[src/rtl/tx_resp_arbiter.sv]
// tx_resp_arbiter
// Shares the single TX FIFO write port between two response sources:
// register-file read data (one byte) and ALU results (two bytes, LSB first).
// Each source owns a one-entry holding buffer. A round-robin FSM drains the
// buffers one byte per cycle and stalls while the FIFO reports full.

module tx_resp_arbiter #(
    parameter int DATA_WIDTH = 8,
    parameter int ALU_WIDTH  = 2 * DATA_WIDTH
) (
    input  logic                  CLK,
    input  logic                  RST,
    input  logic [DATA_WIDTH-1:0] RF_DATA,
    input  logic                  RF_VLD,
    input  logic [ALU_WIDTH-1:0]  ALU_DATA,
    input  logic                  ALU_VLD,
    input  logic                  FIFO_FULL,
    output logic [DATA_WIDTH-1:0] WR_DATA,
    output logic                  WR_INC,
    output logic                  RF_PEND,
    output logic                  ALU_PEND,
    output logic                  DROP,
    output logic                  BUSY
);

    typedef enum logic [1:0] {
        IDLE        = 2'd0,
        SEND_RF     = 2'd1,
        SEND_ALU_LO = 2'd2,
        SEND_ALU_HI = 2'd3
    } state_t;

    state_t                state_q;
    state_t                state_d;

    logic [DATA_WIDTH-1:0] rf_buf;
    logic [ALU_WIDTH-1:0]  alu_buf;
    logic                  rf_pend;
    logic                  alu_pend;
    logic                  drop_q;

    // Set when the most recent contested grant went to the ALU. It only
    // moves when both sources compete, so an uncontested grant does not
    // disturb the fairness order between them.
    logic                  last_alu;

    logic                  write_now;
    logic                  rf_final;
    logic                  alu_final;
    logic                  rf_take;
    logic                  alu_take;
    logic                  rf_drop;
    logic                  alu_drop;
    logic                  tie;
    logic                  grant_alu;

    // Write strobe and final-byte detection derived from the registered state.
    always_comb begin
        write_now = (state_q != IDLE) && !FIFO_FULL;
        rf_final  = write_now && (state_q == SEND_RF);
        alu_final = write_now && (state_q == SEND_ALU_HI);
        rf_take   = RF_VLD  && (!rf_pend  || rf_final);
        alu_take  = ALU_VLD && (!alu_pend || alu_final);
        rf_drop   = RF_VLD  && rf_pend  && !rf_final;
        alu_drop  = ALU_VLD && alu_pend && !alu_final;
        tie       = (state_q == IDLE) && rf_pend && alu_pend;
        grant_alu = !last_alu;
    end

    // Next-state logic: arbitrate in IDLE, advance only on cycles that write.
    always_comb begin
        state_d = state_q;
        case (state_q)
            IDLE: begin
                if (rf_pend && alu_pend) begin
                    state_d = grant_alu ? SEND_ALU_LO : SEND_RF;
                end else if (rf_pend) begin
                    state_d = SEND_RF;
                end else if (alu_pend) begin
                    state_d = SEND_ALU_LO;
                end
            end
            SEND_RF: begin
                if (write_now) begin
                    state_d = IDLE;
                end
            end
            SEND_ALU_LO: begin
                if (write_now) begin
                    state_d = SEND_ALU_HI;
                end
            end
            SEND_ALU_HI: begin
                if (write_now) begin
                    state_d = IDLE;
                end
            end
            default: state_d = IDLE;
        endcase
    end

    // FSM state register.
    always_ff @(posedge CLK) begin
        if (RST) begin
            state_q <= IDLE;
        end else begin
            state_q <= state_d;
        end
    end

    // Fairness flag: reset to ALU so the register file wins the first tie.
    always_ff @(posedge CLK) begin
        if (RST) begin
            last_alu <= 1'b1;
        end else if (tie) begin
            last_alu <= grant_alu;
        end
    end

    // Register-file holding buffer; a capture on the final write keeps it full.
    always_ff @(posedge CLK) begin
        if (RST) begin
            rf_buf  <= '0;
            rf_pend <= 1'b0;
        end else if (rf_take) begin
            rf_buf  <= RF_DATA;
            rf_pend <= 1'b1;
        end else if (rf_final) begin
            rf_pend <= 1'b0;
        end
    end

    // ALU holding buffer; it clears only after the high byte is written.
    always_ff @(posedge CLK) begin
        if (RST) begin
            alu_buf  <= '0;
            alu_pend <= 1'b0;
        end else if (alu_take) begin
            alu_buf  <= ALU_DATA;
            alu_pend <= 1'b1;
        end else if (alu_final) begin
            alu_pend <= 1'b0;
        end
    end

    // One-cycle pulse flagging a valid that arrived while its buffer was full.
    always_ff @(posedge CLK) begin
        if (RST) begin
            drop_q <= 1'b0;
        end else begin
            drop_q <= rf_drop || alu_drop;
        end
    end

    // Byte selection for the FIFO. The buffers cannot change mid-state, so
    // the byte is held across FIFO_FULL stalls.
    always_comb begin
        WR_DATA = '0;
        case (state_q)
            SEND_RF:     WR_DATA = rf_buf;
            SEND_ALU_LO: WR_DATA = alu_buf[DATA_WIDTH-1:0];
            SEND_ALU_HI: WR_DATA = alu_buf[ALU_WIDTH-1:DATA_WIDTH];
            default:     WR_DATA = '0;
        endcase
    end

    assign WR_INC   = write_now;
    assign RF_PEND  = rf_pend;
    assign ALU_PEND = alu_pend;
    assign DROP     = drop_q;
    assign BUSY     = (state_q != IDLE);

endmodule
[config.mk]
export PLATFORM = sky130hd
export DESIGN_NAME = tx_resp_arbiter
export DESIGN_NICKNAME = d
export VERILOG_FILES = /design/src/rtl/tx_resp_arbiter.sv
export SDC_FILE = /design/constraint.sdc
export NUM_CORES = 1
export LEC_CHECK = 0
export CAP_MARGIN = 25
export CORE_MARGIN = 1
export CORE_UTILIZATION = 40
export CTS_CLUSTER_DIAMETER = 40
export CTS_CLUSTER_SIZE = 30
export DETAILED_ROUTE_END_ITERATION = 6
export GPL_TIMING_DRIVEN = 1
export PLACE_DENSITY = 0.8
export SYNTH_ARGS = -nofsm -noshare
export SYNTH_HDL_FRONTEND = slang
export SYNTH_SLANG_ARGS = --single-unit
export TNS_END_PERCENT = 30
[constraint.sdc]
create_clock -name CLK -period 1.43 [get_ports CLK]
set_clock_uncertainty 0.15 [all_clocks]
set_input_delay 0.3575 -clock CLK [delete_from_list [all_inputs] [get_ports CLK]]
set_output_delay 0.3575 -clock CLK [all_outputs]
set_load 0.005 [all_outputs]
==> results of run 1 <==
[layout make-up]
cell class / instances / share of cell area, %
clock buffers: 7 / 3.21
inverters: 1 / 0.158
multi-input cells: 128 / 39.7
repair buffers: 74 / 29.0
flip-flops and latches: 30 / 25.5
well taps: 48 / 2.52
[worst max path at each step]
stage                from    endpoint  slack, ns
6_report       state_q[1]  WR_DATA[7]      -0.51
2_1_floorplan  state_q[1]   rf_buf[0]      0.005
3_3_place_gp    FIFO_FULL      WR_INC      -0.60
3_5_place_dp    FIFO_FULL      WR_INC      -0.59
5_1_grt        state_q[1]  WR_DATA[7]      -0.55
4_1_cts        state_q[1]  WR_DATA[6]      -0.49
[cells in the final DEF (no fill, tap or decap), types with 2 or more instances in the layout]
cell type / count
buf_6: 12
a21oi_1: 3
buf_4: 19
buf_12: 3
nor2_1: 2
mux2i_1: 24
buf_2: 8
mux2_4: 8
nand2_1: 16
nand3_1: 2
clkbuf_8: 5
dfxtp_1: 28
nand3b_1: 2
a21oi_2: 2
nand2_2: 2
nand2b_1: 50
clkbuf_1: 2
dlygate4sd2_1: 3
clkdlybuf4s50_1: 28
o21ai_1: 7
[layer usage]
layer / vias to the layer above / track usage (%) / part of all wire [%]
li1: 697 / - / -
met1: 612 / 23.0 / 46
met2: 32 / 28.7 / 47
met3: 11 / 4.05 / 3.6
met4: 0 / 10.8 / 2.8
met5: - / 0 / 0
[kinds of logic after synthesis]
| family | count (synthesis) | synth area share [%] |
|---|---|---|
| XOR/XNOR | 1 | 0.561 |
| buffers and inverters | 14 | 4.73 |
| multiplexers | 32 | 21.2 |
| flip-flops | 30 | 38.5 |
| AND/OR/NAND/NOR | 78 | 28.6 |
| AO/OA/AOI/OAI | 17 | 6.42 |
[critical path: cells and delay by family (launching register included)]
family	cells	cell delay, ns
simple gates	1	0.08
flops	1	0.36
buf+inv	3	0.37
compound gates	1	0.06
mux	1	0.28
[registers in the layout, summed over array words and instances (netlist names)]
register / count
alu_buf: 16
rf_buf: 8
state_q: 2
ALU_PEND: 1
DROP: 1
RF_PEND: 1
last_alu: 1
[per-stage QoR]
stage | setup WS [ns] | total power, mW
2_1_floorplan | 0.00495 | 1.17
3_3_place_gp | -0.602 | 1.40
3_5_place_dp | -0.594 | 1.40
4_1_cts | -0.494 | 2.09
5_1_grt | -0.550 | 2.20
6_report | -0.510 | 2.10
[where the power goes]
part | switching [mW] | internal (mW)
registers | 0.0372 | 0.896
logic | 0.197 | 0.343
clock network | 0.297 | 0.334
[timing repair]
| action | CTS | global route |
|---|---|---|
| cloned | 0 | 0 |
| resized for setup | 61 | 9 |
| buffers inserted | 10 | 2 |
| setup endpoints to repair | 39 | 38 |
| pin swaps | 9 | 2 |
==> impl_metrics.env, run 1 <==
export IMPL_run_status="finished with violations"
export IMPL_violations="setup timing"
export IMPL_synth_enable_flop_cells=0
export IMPL_path_cells="buf_4 > buf_6 > mux2_4 > nand2_1 > o21ai_2 > buf_2"
export IMPL_finalCoreUtilization_pct=64.5
export IMPL_globalRouteTotalUtil_pct=18.3
export IMPL_initial_core_util_pct=42.3
export IMPL_postRouteAntennaNets=0
export IMPL_clock_latency_ns=0.28
export IMPL_postSynthAreaPerCell_um2=9.07
export IMPL_final_min_period_over_clock_period_pct=136
export IMPL_yosys_top_cells_area="dfxtp_1, nand2b_1, mux2i_1"
export IMPL_cts_hold_buffers=0
export IMPL_area_sequential_um2=606
export IMPL_post_synth_num_cell_types=24
export IMPL_tritoncts="built"
export IMPL_placed_area_um2=2160
export IMPL_detail_route_vias_per_cell=4.69
export IMPL_area_growth_synth_to_final_pct=52.4
export IMPL_clk_path_buf_depth=2
export IMPL_worst_ir_drop_vdd_v=0.000521
export IMPL_synth_yosys_seq_area_share_pct=38.5
export IMPL_fp_dieW_um=64.5
export IMPL_power_density_cell_area_nw_per_um2=884
export IMPL_postSynthCellCount=172
export IMPL_clk_pin_slew_worst_paths_ns=0.06
export IMPL_synthesis_area_um2=1560
export IMPL_cp_end_kind="output port"
export IMPL_placed_insts=269
export IMPL_grt_overflow=0
export IMPL_diodes=0
export IMPL_worstMarginPinSlew_ns=0.301
export IMPL_end_of_the_worst_hold_path="rf_buf[5]"
export IMPL_critPathKind="reg -> out"
export IMPL_synth_commonest_cells="nand2b_1, dfxtp_1, mux2i_1"
export IMPL_drt_pre_antenna_iters=4
export IMPL_synth_nets=201
export IMPL_final_period_minus_worst_setup_slack_ns=1.94
export IMPL_gp_congestion=0.743
export IMPL_vert_die_dim_um=64.5
export IMPL_clock_tree_htree_level_count=2
export IMPL_reg2reg_from="state_q[1]"
export IMPL_yosys_most_used_dff="dfxtp_1"
export IMPL_depth_of_the_worst_hold_timing_path=2
export IMPL_crit_path_top_delay_cell="dfxtp_4"
export IMPL_antenna_found_initial=0
export IMPL_yosysWarnings=0
export IMPL_yosysMostFrequentCell="nand2b_1"
export IMPL_setup_tns_ns=-8.98
export IMPL_cp_max_fo=5
export IMPL_clock_sinks=30
export IMPL_first_pass_grt_wire_length_um=5720
export IMPL_drive_above_1_share_pct=27.5
export IMPL_ys_ff_latch=30
export IMPL_instances_no_fill=288
export IMPL_cts_made_buffers=5
export IMPL_hold_slack_ns=0.319
export IMPL_die_area_um2=4150
export IMPL_endpoint_required_time_on_the_critical_path_ns=0.92
export IMPL_setup_viol_count_final=36
export IMPL_cts_root_buffer="clkbuf_8"
export IMPL_drtIter0Drc=44
export IMPL_buffer_ports_inserted=41
export IMPL_number_of_global_route_vias_before_repair=1245
export IMPL_timing_rr_end="rf_buf[0]"
export IMPL_cap_viol_max_count=0
export IMPL_ioPinCount=42
export IMPL_fin_area_um2=2380
export IMPL_rsz0062_at_grt="true"
export IMPL_grt_start_max_net_pins=55
export IMPL_worst_r2r_cell_count=6
export IMPL_cp_start_kind="register"
export IMPL_wire_per_inst_um=12.3
export IMPL_vias=1352
export IMPL_finalHoldViolations=0
export IMPL_n_fill_cell=312
export IMPL_power_static_leakage_nw=1.00
export IMPL_placement_rows=22
export IMPL_design_final_nets=269
export IMPL_worst_endpoint_arrival_ns=1.43
export IMPL_synth_top_area_share_pct=38.5
export IMPL_min_delay_start="rf_buf[5]"
export IMPL_fmaxAchievable_mhz=515
export IMPL_route_detailed_drc=0
export IMPL_area_occupied_by_multi_input_gates_um2=943
export IMPL_maxSlewViolCount=0
export IMPL_worst_hold_path_type="reg -> reg"
export IMPL_dp_hpwl_um=2140
export IMPL_yosysTopAreaCell="dfxtp_1"
export IMPL_floorplan_core_area_um2=3690
export IMPL_finalWirelength_um=3540
export IMPL_post_route_worst_setup_slack_ns=-0.510
export IMPL_max_incr_delay_on_cp_ns=0.36
export IMPL_fraction_of_synthesis_flops_using_an_asynchronous_set_or_reset_pin_pct=0
export IMPL_setup_reg_to_reg_worst_slack_ns=-0.26
export IMPL_worst_slew_margin_rel_pct=79.7
No activity file was read; power rests on OpenSTA's default activity.
==> inputs of run 2 (changes only) <==
- PLACE_DENSITY: 0.8 -> 0.77
- clock period: 1.43 -> 1.9 ns (I/O delays scaled with it)
==> run 2 against run 1 <==
Effect of this change: the run still ends with setup timing left; first-iteration DRC count fell by 11%; count of clock-buffer cells in the layout fell by 1; sequential power down 24%; power fell by 26%; final cell count shrank 6.9%; cell area is 5.5% lower; die area unchanged; register-to-register slack improved by 0.31 ns.
==> impl_metrics.env, run 2 (synthesized netlist as in run 1, its figures left out) <==
export IMPL_run_status="finished with violations"
export IMPL_violations="setup timing"
export IMPL_drtIter0Drc=39
export IMPL_finalHoldViolations=0
export IMPL_cp_max_fo=8
export IMPL_clock_sinks=30
export IMPL_clk_path_buf_depth=2
export IMPL_area_growth_synth_to_final_pct=44.0
export IMPL_area_sequential_um2=607
export IMPL_diodes=0
export IMPL_finalPower_mw=1.56
export IMPL_clock_tree_htree_level_count=2
export IMPL_final_min_period_over_clock_period_pct=105
export IMPL_fmaxAchievable_mhz=503
export IMPL_fin_area_um2=2250
export IMPL_post_route_worst_setup_slack_ns=-0.0894
export IMPL_cts_root_buffer="clkbuf_8"
export IMPL_final_period_minus_worst_setup_slack_ns=1.99
export IMPL_area_occupied_by_multi_input_gates_um2=955
export IMPL_rsz0062_at_grt="true"
export IMPL_layout_common_cells="nand2b_1, clkdlybuf4s50_1, dfxtp_1, mux2i_1, nand2_1"
export IMPL_drive_above_1_share_pct=25.0
export IMPL_number_of_global_route_vias_before_repair=1129
export IMPL_route_detailed_drc=0
export IMPL_setup_viol_count_final=9
export IMPL_depth_of_the_worst_hold_timing_path=2
export IMPL_worst_hold_path_type="reg -> reg"
export IMPL_floorplan_core_area_um2=3690
export IMPL_dp_hpwl_um=2060
export IMPL_placed_area_um2=2080
export IMPL_initial_core_util_pct=42.3
export IMPL_power_density_cell_area_nw_per_um2=692
export IMPL_cap_viol_max_count=0
export IMPL_drt_pre_antenna_iters=4
export IMPL_grt_overflow=0
export IMPL_antenna_found_initial=0
export IMPL_buffer_ports_inserted=41
export IMPL_maxSlewViolCount=0
export IMPL_power_static_leakage_nw=0.904
export IMPL_setup_tns_ns=-0.664
export IMPL_cts_made_buffers=5
export IMPL_critPathKind="reg -> out"
export IMPL_design_final_nets=250
export IMPL_gp_congestion=0.739
export IMPL_postRouteAntennaNets=0
export IMPL_largest_reg_flops=16
export IMPL_worst_r2r_cell_count=6
export IMPL_clock_latency_ns=0.28
export IMPL_largest_register="alu_buf"
export IMPL_grt_start_max_net_pins=55
export IMPL_n_fill_cell=325
export IMPL_placement_rows=22
export IMPL_finalWirelength_um=3370
export IMPL_first_pass_grt_wire_length_um=5350
export IMPL_wire_per_inst_um=12.6
export IMPL_worst_ir_drop_vdd_v=0.000327
export IMPL_worstMarginPinSlew_ns=0.299
export IMPL_layout_commonest_cell="nand2b_1"
export IMPL_ioPinCount=42
export IMPL_vias=1257
export IMPL_tritoncts="built"
export IMPL_clk_pin_slew_worst_paths_ns=0.06
export IMPL_worst_slew_margin_rel_pct=79.8
export IMPL_cp_start_kind="register"
export IMPL_fp_dieW_um=64.5
export IMPL_globalRouteTotalUtil_pct=17.3
export IMPL_endpoint_required_time_on_the_critical_path_ns=1.27
export IMPL_cp_end_kind="output port"
export IMPL_vert_die_dim_um=64.5
export IMPL_biggestRegsByFlops="alu_buf: 16 flops, rf_buf: 8 flops, state_q: 2 flops"
export IMPL_die_area_um2=4150
export IMPL_hold_slack_ns=0.320
export IMPL_worst_endpoint_arrival_ns=1.36
export IMPL_detail_route_vias_per_cell=4.69
[run 2: cell count changes in the layout (fill, tap and decap cells not counted), sizes merged]
cell	before	now
clkbuf	8	7
clkdlybuf4s50	28	31
dlygate4sd2	3	0
buf	42	23
[run 2: worst max-delay path, cell delays in order (launching register included)]
cell and delay, ns:
dfxtp_4 0.38, buf_12 0.14, mux2_4 0.31, nand2_2 0.07, o21ai_2 0.06, buf_2 0.12
[run 2: where the power goes]
part / switching, mW / total [mW] / internal, mW
sequential: 0.0306 / 0.705 / 0.675
combinational: 0.136 / 0.355 / 0.218
clock: 0.217 / 0.496 / 0.278
total: 0.384 / 1.56 / 1.17
[run 2: layout make-up]
type | count | share of cell area (%)
flip-flops and latches | 30 | 27.0
inverters | 1 | 0.167
multi-input cells | 128 | 42.5
clock buffers | 6 | 3.67
repair buffers | 55 | 24.0
well taps | 48 | 2.67
[run 2: layer usage]
metal / routed length (µm) / part of all wire, % / GRT usage, %
met1: 1550 / 46 / 22.5
met2: 1630 / 49 / 26.2
met3: 149 / 4.4 / 5.99
met4: 29 / 0.86 / 6.67
met5: 0 / 0 / 0
[run 2: final timing paths]
| kind | from | end | slack, ns |
|---|---|---|---|
| max | state_q[1] | WR_DATA[5] | -0.09 |
| min | alu_buf[7] | alu_buf[7] | 0.32 |
| max reg2reg | state_q[1] | rf_buf[4] | 0.05 |
| min reg2reg | alu_buf[7] | alu_buf[7] | 0.32 |
[run 2: repair_timing]
| item | CTS | global route |
|---|---|---|
| hold buffers | 0 | 0 |
| setup buffers | 2 | 0 |
| cloned | 1 | 0 |
| gates resized for setup | 51 | 13 |
| pin swaps | 5 | 0 |
| setup endpoints to repair | 12 | 11 |
[run 2: stage by stage]
| stage | std cells | setup WS (ns) | util, % |
|---|---|---|---|
| 2_1_floorplan | 172 | 0.210 | - |
| 3_3_place_gp | 259 | -0.338 | 56.5 |
| 3_5_place_dp | 259 | -0.350 | 56.5 |
| 4_1_cts | 268 | -0.0962 | 60.0 |
| 5_1_grt | 268 | -0.133 | 60.9 |
| 6_report | 268 | -0.0894 | 60.9 |
